$ cat src/rtl/alu_multicycle_if.sv
// Execute-stage request/response bundle for alu_multicycle.
// master drives the operation request; slave is the ALU.
interface alu_multicycle_if #(
   parameter int DATA_WIDTH = 32
);
   logic                  start_i;
   logic [3:0]            ALU_Operation_i;
   logic [DATA_WIDTH-1:0] A_i;
   logic [DATA_WIDTH-1:0] B_i;
   logic                  busy_o;
   logic                  done_o;
   logic [DATA_WIDTH-1:0] ALU_Result_o;
   logic                  Zero_o;

   modport master (
      output start_i, ALU_Operation_i, A_i, B_i,
      input  busy_o, done_o, ALU_Result_o, Zero_o
   );

   modport slave (
      input  start_i, ALU_Operation_i, A_i, B_i,
      output busy_o, done_o, ALU_Result_o, Zero_o
   );
endinterface

$ cat src/rtl/alu_multicycle.sv
// Execute-stage ALU: add/sub/or/lui in one cycle, sll/srl iterate one bit per cycle.
// Define ALU_BARREL_SHIFT_EN to compute shifts combinationally with latency 1.
module alu_multicycle #(
   parameter int DATA_WIDTH  = 32,
   parameter int SHAMT_WIDTH = 5
) (
   input  logic             clk,
   input  logic             reset,
   alu_multicycle_if.slave  bus
);

   localparam logic [3:0] OP_ADD = 4'b0000;
   localparam logic [3:0] OP_SUB = 4'b0001;
   localparam logic [3:0] OP_OR  = 4'b0010;
   localparam logic [3:0] OP_SLL = 4'b0011;
   localparam logic [3:0] OP_SRL = 4'b0100;
   localparam logic [3:0] OP_LUI = 4'b0101;

   logic [SHAMT_WIDTH-1:0] shamt;
   logic [DATA_WIDTH-1:0]  alu_1c;
   logic [DATA_WIDTH-1:0]  result_q, result_d;
   logic                   zero_q;
   logic                   done_q, done_d;

   assign shamt = bus.B_i[SHAMT_WIDTH-1:0];

   // Result for every op that completes on the launch edge.
   always_comb begin
      alu_1c = '0;
      unique case (bus.ALU_Operation_i)
         OP_ADD:  alu_1c = bus.A_i + bus.B_i;
         OP_SUB:  alu_1c = bus.A_i - bus.B_i;
         OP_OR:   alu_1c = bus.A_i | bus.B_i;
         OP_LUI:  alu_1c = bus.B_i;
`ifdef ALU_BARREL_SHIFT_EN
         OP_SLL:  alu_1c = bus.A_i << shamt;
         OP_SRL:  alu_1c = bus.A_i >> shamt;
`else
         OP_SLL,
         OP_SRL:  alu_1c = bus.A_i;
`endif
         default: alu_1c = '0;
      endcase
   end

`ifdef ALU_BARREL_SHIFT_EN
   always_comb begin
      result_d = result_q;
      done_d   = 1'b0;
      if (bus.start_i) begin
         result_d = alu_1c;
         done_d   = 1'b1;
      end
   end

   assign bus.busy_o = 1'b0;
`else
   typedef enum logic {IDLE = 1'b0, SHIFT = 1'b1} state_t;

   state_t                 state_q, state_d;
   logic [DATA_WIDTH-1:0]  shreg_q, shreg_d, shreg_nxt;
   logic [SHAMT_WIDTH-1:0] cnt_q, cnt_d;
   logic                   left_q, left_d;
   logic                   is_shift;

   assign is_shift  = (bus.ALU_Operation_i == OP_SLL) || (bus.ALU_Operation_i == OP_SRL);
   assign shreg_nxt = left_q ? (shreg_q << 1) : (shreg_q >> 1);

   always_ff @(posedge clk or negedge reset) begin
      if (!reset) begin
         state_q <= IDLE;
         shreg_q <= '0;
         cnt_q   <= '0;
         left_q  <= 1'b0;
      end else begin
         state_q <= state_d;
         shreg_q <= shreg_d;
         cnt_q   <= cnt_d;
         left_q  <= left_d;
      end
   end

   always_comb begin
      state_d  = state_q;
      shreg_d  = shreg_q;
      cnt_d    = cnt_q;
      left_d   = left_q;
      result_d = result_q;
      done_d   = 1'b0;
      unique case (state_q)
         IDLE: begin
            if (bus.start_i) begin
               if (is_shift && (shamt != '0)) begin
                  state_d = SHIFT;
                  shreg_d = bus.A_i;
                  cnt_d   = shamt;
                  left_d  = (bus.ALU_Operation_i == OP_SLL);
               end else begin
                  result_d = alu_1c;
                  done_d   = 1'b1;
               end
            end
         end
         SHIFT: begin
            shreg_d = shreg_nxt;
            cnt_d   = cnt_q - 1'b1;
            // cnt==1 means this edge performs the last shift position.
            if (cnt_q == SHAMT_WIDTH'(1)) begin
               result_d = shreg_nxt;
               done_d   = 1'b1;
               state_d  = IDLE;
            end
         end
         default: state_d = IDLE;
      endcase
   end

   assign bus.busy_o = (state_q == SHIFT);
`endif

   always_ff @(posedge clk or negedge reset) begin
      if (!reset) begin
         result_q <= '0;
         zero_q   <= 1'b1;
         done_q   <= 1'b0;
      end else begin
         result_q <= result_d;
         done_q   <= done_d;
         if (done_d) zero_q <= (result_d == '0);
      end
   end

   assign bus.done_o       = done_q;
   assign bus.ALU_Result_o = result_q;
   assign bus.Zero_o       = zero_q;

endmodule

$ cat src/flat_wrapper.sv
// flat-port wrapper written by rule: the top's interface ports become plain ports
module alu_multicycle_flat 
#(
   parameter int DATA_WIDTH  = 32,
   parameter int SHAMT_WIDTH = 5
)
  (clk, reset, bus_start_i, bus_ALU_Operation_i, bus_A_i, bus_B_i, bus_busy_o, bus_done_o, bus_ALU_Result_o, bus_Zero_o);
  alu_multicycle_if #(.DATA_WIDTH(DATA_WIDTH)) bus_i ();
  input  logic clk;
  input  logic reset;
  input wire logic [$bits(bus_i.start_i)-1:0] bus_start_i;
  input wire logic [$bits(bus_i.ALU_Operation_i)-1:0] bus_ALU_Operation_i;
  input wire logic [$bits(bus_i.A_i)-1:0] bus_A_i;
  input wire logic [$bits(bus_i.B_i)-1:0] bus_B_i;
  output wire logic [$bits(bus_i.busy_o)-1:0] bus_busy_o;
  output wire logic [$bits(bus_i.done_o)-1:0] bus_done_o;
  output wire logic [$bits(bus_i.ALU_Result_o)-1:0] bus_ALU_Result_o;
  output wire logic [$bits(bus_i.Zero_o)-1:0] bus_Zero_o;
  assign bus_i.start_i = bus_start_i;
  assign bus_i.ALU_Operation_i = bus_ALU_Operation_i;
  assign bus_i.A_i = bus_A_i;
  assign bus_i.B_i = bus_B_i;
  assign bus_busy_o = bus_i.busy_o;
  assign bus_done_o = bus_i.done_o;
  assign bus_ALU_Result_o = bus_i.ALU_Result_o;
  assign bus_Zero_o = bus_i.Zero_o;
  alu_multicycle #(.DATA_WIDTH(DATA_WIDTH), .SHAMT_WIDTH(SHAMT_WIDTH)) u_core (.clk(clk), .reset(reset), .bus(bus_i));
endmodule
$ cat config.mk
export PLATFORM = sky130hd
export DESIGN_NAME = alu_multicycle_flat
export DESIGN_NICKNAME = d
export VERILOG_FILES = /design/src/rtl/alu_multicycle_if.sv /design/src/rtl/alu_multicycle.sv /design/src/flat_wrapper.sv
export SDC_FILE = /design/constraint.sdc
export NUM_CORES = 1
export LEC_CHECK = 0
export ABC_AREA = 1
export CAP_MARGIN = 10
export CORE_ASPECT_RATIO = 1.5
export CORE_UTILIZATION = 51
export DETAILED_ROUTE_END_ITERATION = 8
export GPL_ROUTABILITY_DRIVEN = 0
export PLACE_DENSITY = 0.78
export RECOVER_POWER = 100
export SYNTH_ARGS = -nofsm -noshare
export SYNTH_HDL_FRONTEND = slang
export SYNTH_SLANG_ARGS = --single-unit
$ cat constraint.sdc
create_clock -name clk -period 1.8 [get_ports clk]
set_input_delay 0.27 -clock clk [delete_from_list [all_inputs] [get_ports clk]]
set_output_delay 0.27 -clock clk [all_outputs]
set_load 0.03 [all_outputs]
==> results.ini, run 1 <==
[run_status]
outcome = stopped before the end
stop_stage = global routing (5_1_grt)
stop_error = [ERROR GRT-0232] Routing congestion too high. Check the congestion heatmap in the GUI.

[global_route]
grtUsageTotal_pct = 90.74
grt.overflow.total = 420
grt_max_degree = 41

[die]
start_util_pct = 52.66
die_w_um = 102.5
row_count = 54
top_level_ports = 106
die_h_um = 152.7

[cts]
h-tree-depth = 3
root_buffer = clkbuf_16
cts_made_buffers = 9
clkSinkCount = 73
clock_path_buffers = 2

[yosys]
synth.top_cells.by_area = dfrtp_1 23%, nand2_1 21%, inv_1 11%
async_reset_ff_share_pct = 100.0
synth_seq_cells = 73
netlist_area_um2 = 7721
synth_top_cell_by_area = dfrtp_1
syn_area_per_cell_um2 = 5.845
synth_edf_count = 0
synth_top_area_share_pct = 23.33
synth_ff_type = dfrtp_1
yosys_warnings = 0
synth_cell_type_count = 47
synth_cells = 1321
synth_fp_nets = 1429
yosysSeqAreaShare_pct = 23.68

[placement]
postPlaceCellArea_um2 = 11310
dp_hpwl_um = 24780
portBuffers = 105
dpl.cell_count = 1870

[timing]
worst_endpoint = u_core.bus.Zero_o$_DFFE_PN1P_/D
endpoint_type = register input

cell usage after synthesis (all sizes together), types with 13 or more instances:
cell / number
nand2: 438
inv: 231
nor2: 127
nand3: 100
o21ai: 77
dfrtp: 72
a21oi: 51
ha: 36
xor2: 28
buf: 25
a221oi: 18
clkbuf: 16
nor3: 15
nand4: 13
per-stage QoR:
step / utilization, % / hold slack [ns] / worst slack (ns)
3_3_place_gp: 77.13 / 0.2629 / -2.427
4_1_cts: 85.66 / 0.3848 / -1.790
2_1_floorplan: - / -0.02559 / -1.264
3_5_place_dp: 77.13 / 0.2689 / -2.584
metal layers:
layer,GRT overflow,global-route usage [%]
met5,0,30.43
met1,1,87.97
met3,5,76.51
met4,121,98.03
met2,293,106.0
repair_timing:
| item | in CTS |
|---|---|
| gates resized for setup | 221 |
| hold buffers | 1 |
| setup endpoints to repair | 74 |
| buffers inserted | 31 |
| pin swaps | 91 |
| endpoints found under the hold margin | 18 |
cell families after synthesis:
logic type               count (synthesis)  share of synthesized area [%]
adder cells (fa/ha/maj)                 37                          6.093
AND/OR/NAND/NOR                        711                          37.95
buffers and inverters                  273                          13.74
AO/OA/AOI/OAI                          198                          15.25
flip-flops                              73                          23.68
XOR/XNOR                                29                          3.290
==> run 2: changes to the inputs <==
CORE_ASPECT_RATIO = default   (was 1.5)
CORE_UTILIZATION = 40   (was 51)
PLACE_DENSITY = default   (was 0.78)
PLACE_DENSITY_LB_ADDON = 0.15   (was default)
clock period = 2.3 ns   (was 1.8 ns; I/O delays follow)
==> run 2 against run 1 <==
Compared with the run above: the flow now finishes, with violations (negative setup slack); synthesized cell count unchanged; synthesized area stayed put.
==> results.ini, run 2 <==
[layout]
layoutNonFillerInstCount = 1997
syn_to_final_growth_pct = 74.51
antenna_cells = 0
register_area_um2 = 1828
multi_input_area_um2 = 6389
nFillCells = 1400
mostFrequentLayoutCell = nand2_1
layout_common_cells = 302 x nand2_1, 294 x buf_4, 194 x inv_1
nets = 1840
drive_gt1_share_pct = 39.90
postLayoutCoreUtil_pct = 71.55

[hold_path]
hold_class = in2reg
min_delay_path_depth = 4

[cts]
cts.clk_slew.worst_paths_ns = 0.06
clkSinkCount = 73  ; unchanged
tritoncts = yes
h-tree-depth = 3  ; unchanged
root_buffer = clkbuf_16
clk_latency_ns = 0.34
clock_path_buffers = 2  ; unchanged
cts_made_buffers = 9  ; unchanged

[timing]
fin_worst_skew_ns = 0.008393
max_slew_margin_pct = 44.47
layout_setup_ws_ns = -1.419
period_needed_ns = 3.719
finalSetupViolations = 29
final_hold_viol_count = 0
drv_slew = 0
holdWs_ns = 0.4214
timing.final.crit_share_pct = 161.7
worstMarginPinSlew_ns = 0.8330
final.setup.tns_ns = -21.89
rsz0062_at_grt = yes
timing.fmax_mhz = 268.9

[yosys]
netlist_top_cells_count = 434 x nand2_1, 225 x inv_1, 125 x nor2_1
yosysMostFrequentCell = nand2_1
synth_fp_nets = 1429  ; unchanged
synth_cell_type_count = 47  ; unchanged
netlist_area_um2 = 7721  ; unchanged
synth_edf_count = 0  ; unchanged
yosysSeqAreaShare_pct = 23.68  ; unchanged
async_reset_ff_share_pct = 100.0  ; unchanged
syn_area_per_cell_um2 = 5.845  ; unchanged
synth_cells = 1321  ; unchanged
synth_top_area_share_pct = 23.33  ; unchanged
synth_seq_cells = 73  ; unchanged
synth_top_cell_by_area = dfrtp_1
yosys_warnings = 0  ; unchanged
synth.top_cells.by_area = dfrtp_1 23%, nand2_1 21%, inv_1 11%
synth_ff_type = dfrtp_1

[detailed_routing]
routedWlPerCell_um = 17.92
drc = 0
drt_iter0_drc = 1311
drt-vias-per-instance = 5.487
ant_nets = 0
wl_um = 35780
drtPass1Iterations = 5
dr_total_vias = 10960

[global_route]
grtUsageTotal_pct = 34.13
grt_max_degree = 47
grt.overflow.total = 0
grt_pass1_vias = 9958
antenna_found_initial = 0
grt_pass1_wl_um = 52270

[die]
fp.dieArea_um2 = 19860
row_count = 50  ; -7.4%
start_util_pct = 41.00  ; -12 points
core_area_um2 = 18830
die_w_um = 140.9  ; +38%
die_h_um = 140.9  ; -7.7%
top_level_ports = 106  ; unchanged

[setup_path]
r2r_slack_ns = -0.17
critical_path_class = in2reg
cp-start-kind = input pin
crit_path_end_kind = flop
crit_end = u_core.bus.Zero_o
critPathMaxFanout = 5
reg2reg_to = u_core.bus.Zero_o
timing.rr.start = u_core.cnt_q[1]
crit_required_ns = 2.58
cp-startpoint = bus_B_i[0]
critPathArrivalTime_ns = 4.00
reg2reg_depth = 16

[job]
drv_cap = 0

[run_status]
outcome = finished, violations left
violations = negative setup slack

[placement]
portBuffers = 105  ; unchanged
dp_hpwl_um = 25240  ; +1.8%
dpl.cell_count = 1910  ; +2.1%

[power]
peakVddDrop_uv = 447.3
total_power_mw = 9.581
p_per_area_nw_per_um2 = 711.1
p_leak_nw = 6.923

## run 2: cell counts after synthesis
Identical to the previous run, type by type.
## run 2: repair_timing
item	in CTS	in global routing
resized for setup	256	201
gates cloned	0	0
hold buffers	1	0
pin swaps	121	119
hold endpoints to repair	34	0
setup endpoints to repair	32	69
buffers inserted	63	24
## run 2: worst min-delay path by stage
stage,start,to,slack [ns]
after floorplan,reset,u_core.bus.ALU_Result_o[0],0.05
after global placement,reset,u_core.shreg_q[0],0.33
after detailed placement,reset,u_core.shreg_q[0],0.33
after CTS,bus_B_i[1],u_core.cnt_q[1],0.45
after global routing,bus_B_i[1],u_core.cnt_q[1],0.45
final,bus_B_i[1],u_core.cnt_q[1],0.42
## run 2: report_power, final
part           switching [mW]  internal, mW  total (mW)
registers               0.384          1.83        2.22
logic                    3.54          2.52        6.06
clock network           0.549         0.753        1.30
total                    4.47          5.11        9.58
## run 2: cells by family after synthesis
family	after synthesis	share of synthesized area, %
DFF	73	23.68
and+or+nand+nor	711	37.95
adders and majority gates	37	6.093
buffers and inverters	273	13.74
AOI/OAI and AO/OA	198	15.25
xor gates and xnor gates	29	3.290
## run 2: worst max-delay path, stage by stage
cell and delay [ns]:
buf_12 0.12, inv_16 0.05, ha_4 0.14, nand3_4 0.09, nor3_4 0.15, nand3_2 0.12, inv_2 0.08, nand4_1 0.23
or3_4 0.44, o21ai_4 0.20, o21ai_2 0.09, xor2_1 0.17, ha_2 0.41, nand2_2 0.13, nor3b_4 0.24, nand3_1 0.14
nand2_1 0.09, nand2_1 0.06, nand3_2 0.10, nand2_1 0.06, nand2_1 0.07, nand2_1 0.09, nor3_2 0.20, nand3_1 0.12
nand2_1 0.09
## run 2: layout make-up
class | instances | area share [%]
Multi-Input combinational cell | 975 | 47.41
Timing Repair Buffer | 441 | 27.84
Sequential cell | 73 | 13.57
Inverter | 232 | 6.788
Tap cell | 260 | 2.414
Clock buffer | 12 | 1.829
Clock inverter | 4 | 0.1486
## run 2: through the flow
| stage | worst slack, ns | instance area [um^2] |
|---|---|---|
| final | -1.419 | 13470 |
| after global routing | -1.565 | 13470 |
| after CTS | -1.385 | 12690 |
| after detailed placement | -2.068 | 11150 |
| after global placement | -2.019 | 11150 |
| after floorplan | -0.8389 | 7908 |
## run 2: routing by layer
| metal | part of all wire, % | track usage (%) | wire [um] | vias up |
|---|---|---|---|---|
| met3 | 9.4 | 3.601 | 3368 | 150 |
| met4 | 4.3 | 10.98 | 1556 | 0 |
| li1 | - | - | - | 5048 |
| met5 | 0 | 0 | 0 | - |
| met1 | 40 | 47.13 | 14440 | 5120 |
| met2 | 46 | 55.72 | 16420 | 640 |
(Power assumes the default switching activity.)
==> RTL edit 1 (flow settings as in run 2) <==
`DATA_WIDTH` is set to 32 in 3 places; all go to 64.
--- a/src/rtl/alu_multicycle_if.sv
+++ b/src/rtl/alu_multicycle_if.sv
@@ -3,3 +3,3 @@
 interface alu_multicycle_if #(
-   parameter int DATA_WIDTH = 32
+   parameter int DATA_WIDTH = 64
 );
--- a/src/rtl/alu_multicycle.sv
+++ b/src/rtl/alu_multicycle.sv
@@ -3,3 +3,3 @@
 module alu_multicycle #(
-   parameter int DATA_WIDTH  = 32,
+   parameter int DATA_WIDTH  = 64,
    parameter int SHAMT_WIDTH = 5
--- a/src/flat_wrapper.sv
+++ b/src/flat_wrapper.sv
@@ -3,3 +3,3 @@
 #(
-   parameter int DATA_WIDTH  = 32,
+   parameter int DATA_WIDTH  = 64,
    parameter int SHAMT_WIDTH = 5
Interface: changed (resized bus_ALU_Result_o, bus_A_i and bus_B_i); port bits go from 106 to 202. No check against the original RTL was run, so the function may have changed too.
==> RTL edit 1 against run 2 <==
  * The run still ends with negative setup slack left
  * Worst setup slack got worse by 750 ps
  * Routed wire length rose by 150%
  * Sequential power rose by 89%
  * Final area rose by 100%
  * Register-to-register slack got worse by 440 ps
  * Power rose by 100%
  * Sequential cell count rose by 64
  * Synthesized area rose by 110%
  * Non-clock buffer count rose by 482
  * Highest routed layer is now met5
==> RTL edit 1: results (changes against run 2) <==
* Worst setup margin at -2171 ps (-752.6 ps)
* Final Hold Slack at 423.1 ps (+1.754 ps)
* Initial antenna violation count at 4 (+4)
* Cell family with most CP delay: simple AND/OR/NAND/NOR gates
* Final-stage net count at 3928 (+110%)
* Count of buffers inserted at the top-level ports at 201 (+91%)
* Worst R2R Setup Slack at -610 ps (-440 ps)
* Worst vdd ir at 0.6320 mV (+41%)
* Yosys cell types at 55 (+17%)
* Fraction of final layout cells with drive strength greater than 1 at 34.01% (-5.9 points)
* Post-route antenna net violation count at 0 (unchanged)
* Layout fillers at 3385 (+140%)
* DR pass1 iterations at 6 (+1)
* Largest net degree at the start of global routing at 60 (+28%)
* Synth Instances at 2867 (+120%)
* Fin Setup TNS at -85160 ps (-63270 ps)
* Number of placed cells counting well taps at 4150 (+120%)
* Commonest cells post-synth: nand2_1, inv_1, nor2_1
* Per-cell routed wire length at 20.80 um (+16%)
* Transition time at the pin with the least slew margin at 1231 ps (+397.9 ps)
* Ys flop type: dfrtp_1
* Number of global-route vias before repair at 22920 (+130%)
* Proportion of synthesized chip area in sequential cells at 21.10% (-2.6 points)
* Type of the most critical hold path: input port to flip-flop
* FF-to-FF path depth at 20 (+4)
* Layout overhead on the synthesized area at 66.86%
* Post-Place Worst Slack at -3165 ps (-1098 ps)
* Failing checks: negative setup slack
* Vias after detailed routing at 23740 (+120%)
* GRT Resource Usage Total at 41.52% (+7.4 points)
* Wire length of the first global-routing pass at 130.1 mm (+150%)
* First DRT Iteration DRCs at 2806 (+110%)
* Cell at the root of the clock tree: clkbuf_16
* Inserted Clock Buffers at 17 (+8)
* Final setup viols at 64 (+120%)
* Detailed route wirelength on metal3 at 9.038 mm (+170%)
* Dominant cells by area after synthesis: nand2_1, dfrtp_1, inv_1
* Clock skew after layout at 12.39 ps (+3.998 ps)
* Mean number of vias per cell at 5.566 (+1.4%)
* Wire length on met1 at 31.66 mm (+120%)
* Total cell area at the placement stage at 24260 um2 (+120%)
* Number of levels the H-tree was split into at 4 (+1)
* Worst-path fanout max at 3 (-2)
* Slowest stage delay, CP at 360 ps (-80 ps)
* Outcome: finished with violations
* Highest signal layer in the routed design: met5
* Worst path arrival time at 4840 ps (+840 ps)
* Static power due to leakage at 0.01454 uW (+110%)
* Critical path's slowest cell: ha_1
* Post-detail-place hpwl at 69.78 mm (+180%)
* Routed wl met2 at 38.42 mm (+130%)
* Syn nets at 3071 (+110%)
* Source-to-sink clock delay at the later pin of the worst-skew pair at 430 ps (+90 ps)
* Proportion of total power due to net switching at 46.69% (about the same)
-- RTL edit 1: cell count changes in the layout (fill, tap and decap cells not counted), sizes merged, moves of 28 or more --
cell	change
nand3	+64
clkdlybuf4s50	+54
a21oi	+46
nand2	+515
o21ai	+44
nor2	+188
o22ai	+45
buf	+377
a221oi	+39
ha	+32
xor2	+28
dfrtp	+64
dlygate4sd3	+33
inv	+339
-- RTL edit 1: cell type report --
class	instances	area share, %
Multi-Input combinational cell	2080	46.06
Timing Repair Buffer	923	28.43
Sequential cell	137	12.66
Inverter	565	8.003
Tap cell	525	2.422
Clock buffer	18	1.619
Clock inverter	14	0.7795
Antenna cell	3	0.02768
-- RTL edit 1: power groups by stage --
| stage | sequential (uW) | combinational, uW | clock [uW] |
|---|---|---|---|
| finish | 4200 | 12000 | 3080 |
| global route | 4270 | 12800 | 3200 |
| CTS | 4170 | 11400 | 3080 |
| detailed placement | 4200 | 11000 | 0 |
| global placement | 4180 | 10800 | 0 |
| floorplan | 4760 | 4900 | 0 |
-- RTL edit 1: timing repair --
item                                    in CTS  in global routing
endpoints found under the setup margin     130                 64
pin swaps                                   88                139
hold buffers                                 1                  0
buffers inserted                            45                 38
hold endpoints to repair                    43                  0
resized for setup                          275                262
-- RTL edit 1: cell families (layout without fill, tap and decap cells) --
kind of cell,after synthesis,after routing,synth area share (%)
buf+inv,650,1520,15.26
flops,137,137,21.10
compound gates,402,402,15.21
other cells,0,3,0
mux,13,13,0.8004
xor+xnor,61,61,3.286
fa+ha+maj,69,69,5.357
simple gates,1535,1535,38.99
-- RTL edit 1: layer usage --
layer  up-vias  track usage, %
met4         2           37.51
met3       479           8.725
met2      1519           65.39
met1     10940           47.39
met5         -               0
li1      10800               -
==> RTL edit 2 (config.mk and constraints of run 2) <==
Made on the original files. Remove the case item `OP_ADD` of the case on `bus.ALU_Operation_i`.
--- a/src/rtl/alu_multicycle.sv
+++ b/src/rtl/alu_multicycle.sv
@@ -30,3 +30,2 @@
       unique case (bus.ALU_Operation_i)
-         OP_ADD:  alu_1c = bus.A_i + bus.B_i;
          OP_SUB:  alu_1c = bus.A_i - bus.B_i;
Formal check against the unedited RTL: not equivalent (a bounded check fails within 4 cycles, from zero or initial values and one cycle with reset low).
==> RTL edit 2 against run 2 <==
  * Power shrank 5.7%
  * Routed wire length shrank 7.9%
  * Count of clock-buffer cells in the layout shrank 2
  * Non-clock buffer count shrank 76
  * Clock skew is essentially flat
  * Core utilization shrank 2.1 points
  * Sequential cell count is the same
  * Clock power grew 8%
  * Die area shrank 1.7%
  * Synthesized area shrank 1.8%
  * Worst setup slack gained 1400 ps
  * Final area shrank 5.9%
==> RTL edit 2: results (changes against run 2) <==
* Outcome: completed
* Worst slew margin at 31.57% (-13 points)
* Slowest stage delay, CP at 370 ps (-70 ps)
* Static power due to leakage at 0.006577 uW (-5.0%)
* Mean number of vias per cell at 5.492 (about the same)
* Layout fillers at 1448 (+3.4%)
* Complex-gate fraction of the synthesized area at 17.73% (+2.5 points)
* Initial antenna violation count at 0 (unchanged)
* Wire length of the first global-routing pass at 48.16 mm (-7.9%)
* Ys flop type: dfrtp_1
* Post-detail-place hpwl at 23.83 mm (-5.6%)
* Yosys cell types at 41 (-13%)
* Worst-path fanout max at 3 (-2)
* Critical path's slowest cell: fa_2
* Worst setup margin at 8.722 ps (+1427 ps)
* First DRT Iteration DRCs at 1001 (-24%)
* Post-Place Worst Slack at -963.2 ps (+1104 ps)
* Commonest cells post-synth: nand2_1, inv_1, nor2_1
* Proportion of synthesized chip area in sequential cells at 24.10% (+0.42 points)
* GRT Resource Usage Total at 31.83% (-2.3 points)
* Final-stage net count at 1703 (-7.4%)
* Largest net degree at the start of global routing at 73 (+55%)
* Worst R2R Setup Slack at 100 ps (+270 ps)
* Internal power at 4964 uW (-2.9%)
* Type of the most critical hold path: input port to async pin
* Worst path arrival time at 2570 ps (-1430 ps)
* Share of synthesized cell area in full adder, half adder and majority cells at 11.15% (+5.1 points)
* Fraction of final layout cells with drive strength greater than 1 at 44.52% (+4.6 points)
* Xor and xnor area share after synthesis at 0.2309% (-3.1 points)
* Dominant cells by area after synthesis: dfrtp_1, nand2_1, inv_1
* Share of synthesized area spent on multiplexers at 0% (unchanged)
* Clock skew after layout at 8.551 ps (+0.1582 ps)
* DR pass1 iterations at 6 (+1)
* Syn nets at 1362 (-4.7%)
* Worst vdd ir at 0.4470 mV (about the same)
-- RTL edit 2: through the flow --
step / std cells / cell area, um2 / hold WS (ps) / total power, uW
after floorplan: 1224 / 7586 / 49.41 / 4659
after global placement: 1735 / 10460 / 136.7 / 6684
after detailed placement: 1735 / 10460 / 136.6 / 6741
after CTS: 1779 / 12040 / 318.4 / 8648
after global routing: 1799 / 12680 / 341.8 / 9530
final: 1799 / 12680 / 307.6 / 9033
-- RTL edit 2: timing repair --
item | 4_1_cts | 5_1_grt
hold buffers | 1 | 0
gates resized for setup | 360 | 258
endpoints found under the hold margin | 1 | 0
pin swaps | 136 | 147
buffers inserted | 27 | 21
endpoints found under the setup margin | 20 | 8
-- RTL edit 2: worst paths after layout --
check | start | endpoint | depth (start not counted)
worst min-delay path | reset | u_core.cnt_q[0]$_DFFE_PN0P_ | 2
min in group clk | bus_A_i[0] | u_core.shreg_q[0]$_DFFE_PN0P_ | 4
worst max register to register | u_core.cnt_q[1]$_DFFE_PN0P_ | u_core.bus.ALU_Result_o[14]$_DFF_PN0_ | 13
worst max-delay path | bus_B_i[0] | u_core.bus.Zero_o$_DFFE_PN1P_ | 21
max in group asynchronous | reset | u_core.shreg_q[18]$_DFFE_PN0P_ | 3
worst min register to register | u_core.bus.Zero_o$_DFFE_PN1P_ | u_core.bus.Zero_o$_DFFE_PN1P_ | 2
-- RTL edit 2: power by group through the flow --
stage / Clock [uW] / Combinational (uW) / Sequential, uW
after global routing: 1470 / 5840 / 2210
after floorplan: 0 / 2130 / 2530
final: 1410 / 5460 / 2160
after detailed placement: 0 / 4570 / 2170
after CTS: 1420 / 5070 / 2160
after global placement: 0 / 4520 / 2160
-- RTL edit 2: cells by family after synthesis --
family                     after synthesis
and+or+nand+nor                        581
buffers and inverters                  276
AOI/OAI and AO/OA                      225
DFF                                     73
adders and majority gates               67
xor gates and xnor gates                 2
-- RTL edit 2: layer usage --
| metal | vias to the layer above | share of wire (%) | track usage (%) |
|---|---|---|---|
| met5 | - | 0 | 0 |
| met4 | 0 | 2.5 | 8.618 |
| met3 | 77 | 9.1 | 5.162 |
| met2 | 535 | 45 | 49.76 |
| met1 | 4663 | 43 | 45.13 |
| li1 | 4606 | - | - |
-- RTL edit 2: cell type report --
| type | instances | share of cell area, % |
|---|---|---|
| Multi-Input combinational cell | 875 | 49.78 |
| Clock inverter | 6 | 0.4538 |
| Clock buffer | 10 | 1.884 |
| Inverter | 241 | 7.201 |
| Sequential cell | 73 | 14.41 |
| Tap cell | 229 | 2.259 |
| Timing Repair Buffer | 365 | 24.01 |
